## src/rtl/bird_pkg.sv

```systemverilog
// Shared types and default geometry for the flappy-bird vertical-motion block.
package bird_pkg;

  typedef enum logic [1:0] {
    IDLE,
    FLY,
    DEAD
  } bird_state_t;

  localparam int BIRD_ROWS      = 8;
  localparam int BIRD_START_ROW = 4;
  localparam int POS_W          = $clog2(BIRD_ROWS);

endpackage

```

## src/rtl/bird_motion_tick_gen.sv

```systemverilog
// Gravity counter: counts enabled cycles and strobes tick on the wrap cycle (DIV-1).
// The strobe is combinational so the parent can register it together with pos.
module tick_gen #(
  parameter int DIV = 25000000
) (
  input  logic clk,
  input  logic reset,
  input  logic en,
  input  logic clr,
  output logic tick
);

  localparam int CW = (DIV > 2) ? $clog2(DIV) : 1;

  logic [CW-1:0] cnt;

  assign tick = en && !clr && (cnt == CW'(DIV - 1));

  // NOTE: sequential state uses non-blocking assignments so every register
  // samples the pre-edge values of the others.
  always_ff @(posedge clk) begin
    if (reset || clr) begin
      cnt <= '0;
    end else if (en) begin
      cnt <= tick ? '0 : cnt + 1'b1;
    end
  end

endmodule

```

## src/rtl/bird_motion.sv

```systemverilog
// Bird row position, flap pulse and gravity tick for the bounds checker.
// Define FLAP_BOOST_EN to make a flap-only update climb two rows instead of one.
module bird_motion
  import bird_pkg::*;
#(
  parameter int ROWS      = BIRD_ROWS,
  parameter int START_ROW = BIRD_START_ROW,
  parameter int GRAV_DIV  = 25000000
) (
  input  logic                     clk,
  input  logic                     reset,
  input  logic                     key,
  input  logic                     hit,
  output logic [$clog2(ROWS)-1:0]  pos,
  output logic [ROWS-1:0]          bird_row,
  output logic                     key_pulse,
  output logic                     gravity,
  output logic                     top,
  output logic                     bottom,
  output logic                     flying
);

  localparam int             PW      = $clog2(ROWS);
  localparam logic [PW-1:0]  TOP_ROW = PW'(ROWS - 1);
  localparam logic [PW-1:0]  START   = PW'(START_ROW);

  bird_state_t   state, state_next;
  logic [PW-1:0] pos_next;
  logic          key_q;
  logic          rise;
  logic          tick;
  logic          pulse_next;
  logic          grav_next;

  logic [PW-1:0] pos_up1;
  logic [PW-1:0] pos_dn1;
  logic [PW-1:0] pos_flap;
  logic [PW-1:0] pos_both;

  assign rise = key && !key_q;

  tick_gen #(
    .DIV (GRAV_DIV)
  ) u_tick_gen (
    .clk   (clk),
    .reset (reset),
    .en    (state == FLY),
    .clr   (state != FLY),
    .tick  (tick)
  );

  // Saturating moves: the bird never wraps past the top or bottom row.
  assign pos_up1 = (pos == TOP_ROW) ? pos : pos + 1'b1;
  assign pos_dn1 = (pos == '0)      ? pos : pos - 1'b1;

`ifdef FLAP_BOOST_EN
  assign pos_flap = (pos >= PW'(ROWS - 2)) ? TOP_ROW : pos + PW'(2);
  assign pos_both = pos_up1;
`else
  assign pos_flap = pos_up1;
  assign pos_both = pos;
`endif

  always_ff @(posedge clk) begin
    if (reset) begin
      state     <= IDLE;
      pos       <= START;
      key_q     <= 1'b0;
      key_pulse <= 1'b0;
      gravity   <= 1'b0;
    end else begin
      state     <= state_next;
      pos       <= pos_next;
      key_q     <= key;
      key_pulse <= pulse_next;
      gravity   <= grav_next;
    end
  end

  // NOTE: every output of this block gets a default first, so no path can
  // leave a signal unassigned and infer a latch.
  always_comb begin
    state_next = state;
    pos_next   = pos;
    pulse_next = 1'b0;
    grav_next  = 1'b0;
    unique case (state)
      IDLE: begin
        if (rise) begin
          state_next = FLY;
          pos_next   = pos_flap;
          pulse_next = 1'b1;
        end
      end
      FLY: begin
        // A hit freezes the bird on this edge and swallows any flap or tick.
        if (hit) begin
          state_next = DEAD;
        end else begin
          pulse_next = rise;
          grav_next  = tick;
          if (rise && tick) pos_next = pos_both;
          else if (rise)    pos_next = pos_flap;
          else if (tick)    pos_next = pos_dn1;
        end
      end
      DEAD: begin
        if (rise) begin
          state_next = IDLE;
          pos_next   = START;
        end
      end
      default: state_next = IDLE;
    endcase
  end

  assign bird_row = ROWS'(1) << pos;
  assign top      = (pos == TOP_ROW);
  assign bottom   = (pos == '0);
  assign flying   = (state == FLY);

endmodule

```

## config.mk

```make
export PLATFORM = sky130hd
export DESIGN_NAME = bird_motion
export DESIGN_NICKNAME = d
export VERILOG_FILES = /design/src/rtl/bird_pkg.sv /design/src/rtl/bird_motion_tick_gen.sv /design/src/rtl/bird_motion.sv
export SDC_FILE = /design/constraint.sdc
export NUM_CORES = 1
export LEC_CHECK = 0
export CORE_MARGIN = 2
export CORE_UTILIZATION = 30
export DETAILED_ROUTE_END_ITERATION = 10
export PLACE_DENSITY = 0.57
export SYNTH_ARGS = -nofsm -noshare
export SYNTH_HDL_FRONTEND = slang
export SYNTH_SLANG_ARGS = --single-unit
```

## constraint.sdc

```tcl
create_clock -name clk -period 4.75 [get_ports clk]
set_input_delay 0.95 -clock clk [delete_from_list [all_inputs] [get_ports clk]]
set_output_delay 0.95 -clock clk [all_outputs]
set_load 0.01 [all_outputs]
```

* Word-level counts from Yosys, hierarchy flattened
Cells that the tools add are included.
** Cells by class
- Div/mod/pow operators :: 0
- Magnitude comparators :: 0
- Equality and inequality tests :: 12
- Multiply operators :: 0
- Reduce and logical (&&, ||, !) cells :: 13
- $add $sub $neg :: 3
- Multiplexer cells :: 17
- Shifts and indexed selects :: 1
- Bitwise logic cells :: 1
** Operators with widths (number)
- $add A25 B1 Y25 const B :: 1
- $eq A25 B25 Y1 const B :: 1
- $mux W25 :: 1
- $mux W3 :: 8
- $ne A2 B2 Y1 const B :: 5
- $pmux W3 S3 :: 1
- $shl A1 B3 Y8 const A :: 1
- $reduce_and A7 Y1 :: 1
- $mux W2 :: 3
- $ne A3 B3 Y1 const B :: 2
- $pmux W2 S3 :: 1
- $logic_and A1 B1 Y1 :: 4
- $add A3 B1 Y3 const B :: 1
- $eq A3 B3 Y1 const B :: 1
- $logic_not A3 Y1 :: 1
- $reduce_and A3 Y1 :: 1
- $reduce_bool A3 Y1 :: 1
- $reduce_or A3 Y1 :: 1
- $sub A3 B1 Y3 const B :: 1
- $eq A2 B1 Y1 const B :: 1
- $eq A2 B2 Y1 const B :: 1
- $logic_not A1 Y1 :: 2
- $logic_not A2 Y1 :: 1
- $mux W1 :: 2
- 4 further kinds :: 4
** Word-level totals
- Memory bits (read-only) :: 0
- Output and inout port bits :: 16
- Latch bits :: 0
- Flip-flop bits (word level) :: 33
- Memories :: 0
- RAM bits :: 0

* Depth between registers and ports, before layout
Gate-level depths: netlist of the first run.
- Word-level depth :: 9
- Depth in mapped cells :: 9

* By module
A second synthesis of the first run with hierarchy kept.
** Second synthesis, totals
- Cells, all modules :: 224
- Area total of the unflattened synthesis :: 1943.1 µm²
** By module, submodules not included
- tick_gen :: area each 1233.7 µm², instances 1, cells an instance 141, sequential area each 500.5 µm²
- bird_motion :: area each 709.4 µm², instances 1, cells an instance 83, sequential area each 160.2 µm²

* Worst setup path before layout of the first run
OpenSTA, ideal clock, no wires.
- Path type :: flip-flop to flip-flop
- From :: register state[1]
- To :: register u_tick_gen.cnt[22]
- Period minus slack after synthesis :: 2136 ps
- Library setup time :: 115 ps
- Path slack :: 2614 ps
- Data arrival time :: 2022 ps
- Cell stages (with the launch flop) :: 10
- Cells stage by stage :: dfxtp_1 inv_1 ha_1 clkbuf_1 nand4_1 or4_1 clkbuf_1 nor4_1 xnor2_1 nor2_1
** On the way
- Elaborated cells on any way between the ends :: 7
** RTL lines
- from (decl) :: RTL line bird_motion.sv:27 : bird_state_t state, state_next;
- from (signal assigned) :: RTL line bird_motion.sv:72 : state <= state_next;
- $eq A2 B1 Y1 *
- named net flying :: RTL line bird_motion.sv:20 : output logic flying
- $logic_and A1 B1 Y1 (2 in series) :: RTL line bird_motion_tick_gen.sv:17 : assign tick = en && !clr && (cnt == CW'(DIV - 1));
- $mux W25 :: RTL line bird_motion_tick_gen.sv:25 : cnt <= tick ? '0 : cnt + 1'b1;
- to (signal assigned) :: RTL line bird_motion_tick_gen.sv:25
- to (decl) :: RTL line bird_motion_tick_gen.sv:15 : logic [CW-1:0] cnt;
Mark *: on every way through the listed nets, which the timed path passes. The rest lies on a longest branch.
A chain may end at the register's enable or synchronous reset.

* Worst setup path in the final report of the first run
- From :: register pos[1]
- To :: output port bird_row[7]
** On the way
- Word-level cells in the longest chain between the ends :: 1
** RTL lines
- from (decl) :: RTL line bird_motion.sv:14 : output logic [$clog2(ROWS)-1:0] pos,
- from (signal assigned) :: RTL line bird_motion.sv:73 : pos <= pos_next;
- $shl A1 B3 Y8 :: RTL line bird_motion.sv:117 : assign bird_row = ROWS'(1) << pos;
- to (decl) :: RTL line bird_motion.sv:15 : output logic [ROWS-1:0] bird_row,
No other way between the ends.

==> reports/results.tsv, run 1 <==
metric	value	unit
status	complete, no violations	
CP Class	register to output port	
unrepaired setup endpoints after global routing	no	
DRT Pass-1 Iters	4	
DR iter-0 viols	60	
Die X	81.15	um
EDFF count, synth	0	
fin crit period	2.771	ns
cell depth of the worst flop-to-flop path	5	
WL final	3.417	mm
vias in the first global route	1305	
Die Span Y	81.15	um
setup slack after layout	1.979	ns
Worst-Skew Late Latency	0.28	ns
cell count after synthesis	220	
post-synthesis area per instance	8.116	um^2
pre-CTS setup slack	1.823	ns
clock root cell	clkbuf_8	
n_diodes	0	
Placer Congestion	0.7886	
sink count of the clock tree	33	
max cap viols	0	
largest net degree at the start of global routing	26	
TritonCTS clock tree	yes	
Post-Syn Nets	233	
Startpoint Class	register	
Initial Util	30.52	%
global-route wire length before repair	5.871	mm
hold path depth	1	
share of cells above drive strength 1	5.957	%
worst endpoint required time	3.80	ns
dominant synthesized flop cell	dfxtp_1	
post-synthesis sequential area ratio	37.00	%
async set-or-reset flop fraction in the synthesized netlist	0	%
#FFs+latches synth	33	
Final Cycle Share	58.34	%
worst path arrival time	1.82	ns
hold_buf cts	0	
pwr/cell area	299.9	mW/mm^2
via count	1487	
Core Box Area	0.005851	mm^2
Distinct cells, synth	40	
most frequent cells in the layout	nor2_1, dfxtp_1, xnor2_1, clkdlybuf4s50_1, nand2_1	
Post-CTS Setup Inserts	0	
pin slew with the least headroom to its limit	0.5523	ns
crit path max fanout	6	
GRT overflow	0	
routed vias/inst	4.797	
P&R area growth vs syn	17.59	%
max frequency	0.3609	GHz
number of CTS-inserted buffers	5	
Max Slew Vio Count	0	
Post-DRT Antenna Nets	0	
fillers	623	
Clock Skew	0.007082	ns
endpoints failing setup	0	
row count	28	
Wirelength per Cell	11.02	um
Clock Path Buffers	2	
DP HPWL	2.444	mm
post-CTS sizing	0	
DRC	0	
critical path capture point type	output port	
port bufs	19	
setup TNS	0	ns
num ports	20	
Die ar.	0.006585	mm^2
Worst-path clk slew	0.06	ns
Hold Crit Class	register to register	
Mapped Area	0.001785	mm^2
leakage	0.6614	nW
commonest non-fill, non-tap cell in the layout	nor2_1	
peak supply drop	0.1473	mV
Final nets	248	
Relative slew margins	62.98	%
Hold Violations, Final	0	
htree depth	2	
GRT Total Usage	11.58	%
initial antenna violation count	0	
Synth Warn #	0	
==> worst paths after layout <==
check                                  startpoint                  to  slack (ns)
worst max-delay path                       pos[1]         bird_row[7]        1.98
worst min-delay path            u_tick_gen.cnt[0]   u_tick_gen.cnt[0]        0.47
worst max register to register  u_tick_gen.cnt[7]  u_tick_gen.cnt[11]        2.31
worst min register to register  u_tick_gen.cnt[0]   u_tick_gen.cnt[0]        0.47
==> layer usage <==
metal,wire (um),track usage [%],vias to the layer above
met2,1535,17.77,37
met5,0,0,-
met3,195,4.667,6
met1,1652,14.68,677
li1,-,-,767
met4,34,4.068,0
==> layout make-up <==
class,count,area [um^2],share of cell area (%)
multi-input cells,163,1020,48.57
inverters,13,48.80,2.324
flip-flops and latches,33,660.6,31.47
repair buffers,19,190.2,9.058
clock buffers,7,86.33,4.112
well taps,75,93.84,4.470
==> sequential cells by signal, summed over array words and instances (netlist names) <==
| name | cells |
|---|---|
| key_pulse | 1 |
| pos | 3 |
| key_q | 1 |
| gravity | 1 |
| u_tick_gen.cnt | 25 |
| state | 2 |
==> kinds of logic after synthesis <==
kind of cell    share of synthesized area [%]
xor+xnor                                11.28
fa+ha+maj                               6.307
simple gates                            29.92
flops                                   37.00
buf+inv                                 5.886
compound gates                          9.040
mux                                    0.5606
==> stage by stage <==
step | power, mW | cell area, um^2 | instances | util (%) | hold slack (ns)
2_1_floorplan | 0.3856 | 1785 | 220 | - | 0.4301
3_3_place_gp | 0.4278 | 2013 | 303 | 34.41 | 0.4463
3_5_place_dp | 0.4286 | 2013 | 303 | 34.41 | 0.4561
4_1_cts | 0.6385 | 2100 | 310 | 35.89 | 0.4686
5_1_grt | 0.6700 | 2100 | 310 | 35.89 | 0.5046
6_report | 0.6296 | 2100 | 310 | 35.89 | 0.4656
==> worst max-delay path, cell delays in order (launching register included) <==
cell	delay [ns]
dfxtp_1	0.43
ha_1	0.28
nand2_1	0.14
inv_1	0.15
clkdlybuf4s50_1	0.54
==> synthesized netlist by cell type (5+ instances only) <==
library cell / number / share of area (%)
nor2_1: 44 / 9.3
ha_1: 9 / 6.3
nor2b_1: 5 / 1.8
nor3_1: 7 / 2.0
xnor2_1: 19 / 9.3
inv_1: 13 / 2.7
a21oi_1: 6 / 1.7
dfxtp_1: 33 / 37
o21ai_0: 5 / 1.4
nand3_1: 9 / 2.5
nand2_1: 14 / 2.9
clkbuf_1: 6 / 1.3
==> report_power, final <==
part | leakage [nW] | internal (mW) | switching [mW]
registers | 0.267 | 0.285 | 0.00955
clock network | 0.0443 | 0.115 | 0.0923
logic | 0.350 | 0.0622 | 0.0663
total | 0.661 | 0.461 | 0.168
No activity file was read; power rests on OpenSTA's default activity.
==> inputs of run 2 (changes only) <==
==> constraint.sdc (replaced) <==
create_clock -name clk -period 2.8 [get_ports clk]
set_input_delay 0.56 -clock clk [delete_from_list [all_inputs] [get_ports clk]]
set_output_delay 0.56 -clock clk [all_outputs]
set_load 0.01 [all_outputs]
==> reports/results.tsv, run 2 (synthesized netlist as in run 1, its figures left out) <==
metric	value	unit
peak supply drop	0.2803	mV
Wirelength per Cell	11.17	um
pre-CTS setup slack	0.4860	ns
pwr/cell area	553.4	mW/mm^2
endpoints failing setup	0	
Hold Violations, Final	0	
Die ar.	0.006585	mm^2
most frequent cells in the layout	nor2_1, dfxtp_1, xnor2_1, clkdlybuf4s50_1, nand2_1	
fillers	614	
Worst-Skew Late Latency	0.29	ns
Regs by FF count	u_tick_gen.cnt (25), pos (3), state (2)	
htree depth	2	
Placer Congestion	0.8402	
unrepaired setup endpoints after global routing	no	
worst endpoint required time	2.24	ns
DRT Pass-1 Iters	4	
largest net degree at the start of global routing	26	
slowest stage delay, CP	0.55	ns
commonest non-fill, non-tap cell in the layout	nor2_1	
WL final	3.496	mm
CP max-delay cell	clkdlybuf4s50_1	
share of cells above drive strength 1	7.563	%
Relative slew margins	70.09	%
clock root cell	clkbuf_8	
GRT Total Usage	11.60	%
setup slack after layout	0.4069	ns
routed vias/inst	4.780	
global-route wire length before repair	5.844	mm
row count	28	
setup TNS	0	ns
max frequency	0.4179	GHz
max reg flops	25	
number of CTS-inserted buffers	5	
Final Cycle Share	85.47	%
TritonCTS clock tree	yes	
DR iter-0 viols	43	
Clock Path Buffers	2	
DP HPWL	2.525	mm
worst path arrival time	1.83	ns
Max Slew Vio Count	0	
fin crit period	2.393	ns
GRT overflow	0	
num ports	20	
crit path cell chain	ha_1, nand2_1, inv_1, clkdlybuf4s50_1	
Die X	81.15	um
leakage	0.6834	nW
Final nets	250	
max cap viols	0	
sink count of the clock tree	33	
Post-CTS Setup Inserts	0	
Clock Skew	0.003296	ns
Biggest register	u_tick_gen.cnt	
hold wc startpoint	u_tick_gen.cnt[0]	
Worst-path clk slew	0.07	ns
post-CTS sizing	0	
n_diodes	0	
via count	1496	
pin slew with the least headroom to its limit	0.4480	ns
vias in the first global route	1289	
port bufs	19	
Core Box Area	0.005851	mm^2
Hold Crit Class	register to register	
Initial Util	30.52	%
R2R Path Start	u_tick_gen.cnt[7]	
crit path max fanout	6	
initial antenna violation count	0	
Post-DRT Antenna Nets	0	
Crit path buffers/inverters	2	
critical path capture point type	output port	
critical path's top delay family	buffers and inverters	
Die Span Y	81.15	um
Critical Path Source	pos[1]	
hold_buf cts	0	
Startpoint Class	register	
DRC	0	
CP Class	register to output port	
status	complete, no violations	
P&R area growth vs syn	20.32	%
==> run 2: changes by cell type in the layout (fill, tap and decap cells not counted) <==
cell	previous run	this run
clkbuf_1	1	0
clkinvlp_4	0	1
buf_4	0	2
bufinv_16	0	1
==> run 2: where the power goes <==
group / switching, mW / internal (mW)
registers: 0.0167 / 0.482
clock network: 0.180 / 0.289
logic: 0.112 / 0.108
==> run 2: worst reg2reg max path, delay by kind of cell (launching register included) <==
kind,cells,cell delay (ns)
simple gates,5,1.57
flops,1,0.35
buf+inv,1,0.27
==> run 2: cell type report <==
type	count	area [um^2]	share of cell area [%]
Multi-Input combinational cell	163	1020	47.47
Clock inverter	2	37.54	1.747
Timing Repair Buffer	21	205.2	9.552
Sequential cell	33	660.6	30.75
Inverter	13	48.80	2.271
Clock buffer	6	82.58	3.844
Tap cell	75	93.84	4.368
==> run 2: per-stage QoR <==
step | instance area, um^2 | cells | hold WS, ns | util, % | total power [mW]
floorplan | 1785 | 220 | 0.4301 | - | 0.6541
global placement | 2028 | 305 | 0.4525 | 34.67 | 0.7312
detailed placement | 2028 | 305 | 0.4569 | 34.67 | 0.7318
CTS | 2148 | 313 | 0.4743 | 36.72 | 1.210
global route | 2148 | 313 | 0.5006 | 36.72 | 1.254
finish | 2148 | 313 | 0.4678 | 36.72 | 1.189
==> run 2: per-layer routing <==
metal	vias up	wire length [um]	GRT usage [%]
li1	772	-	-
met1	682	1677	13.99
met2	37	1587	19.17
met3	5	186	3.667
met4	0	46	4.576
met5	-	0	0
==> run 2: path summary, 6_finish.rpt <==
kind | end | slack [ns] | cells past startpoint
worst max-delay path | bird_row[7] | 0.41 | 4
worst min-delay path | u_tick_gen.cnt[0] | 0.47 | 1
worst max register to register | u_tick_gen.cnt[14] | 0.50 | 6
worst min register to register | u_tick_gen.cnt[0] | 0.47 | 1
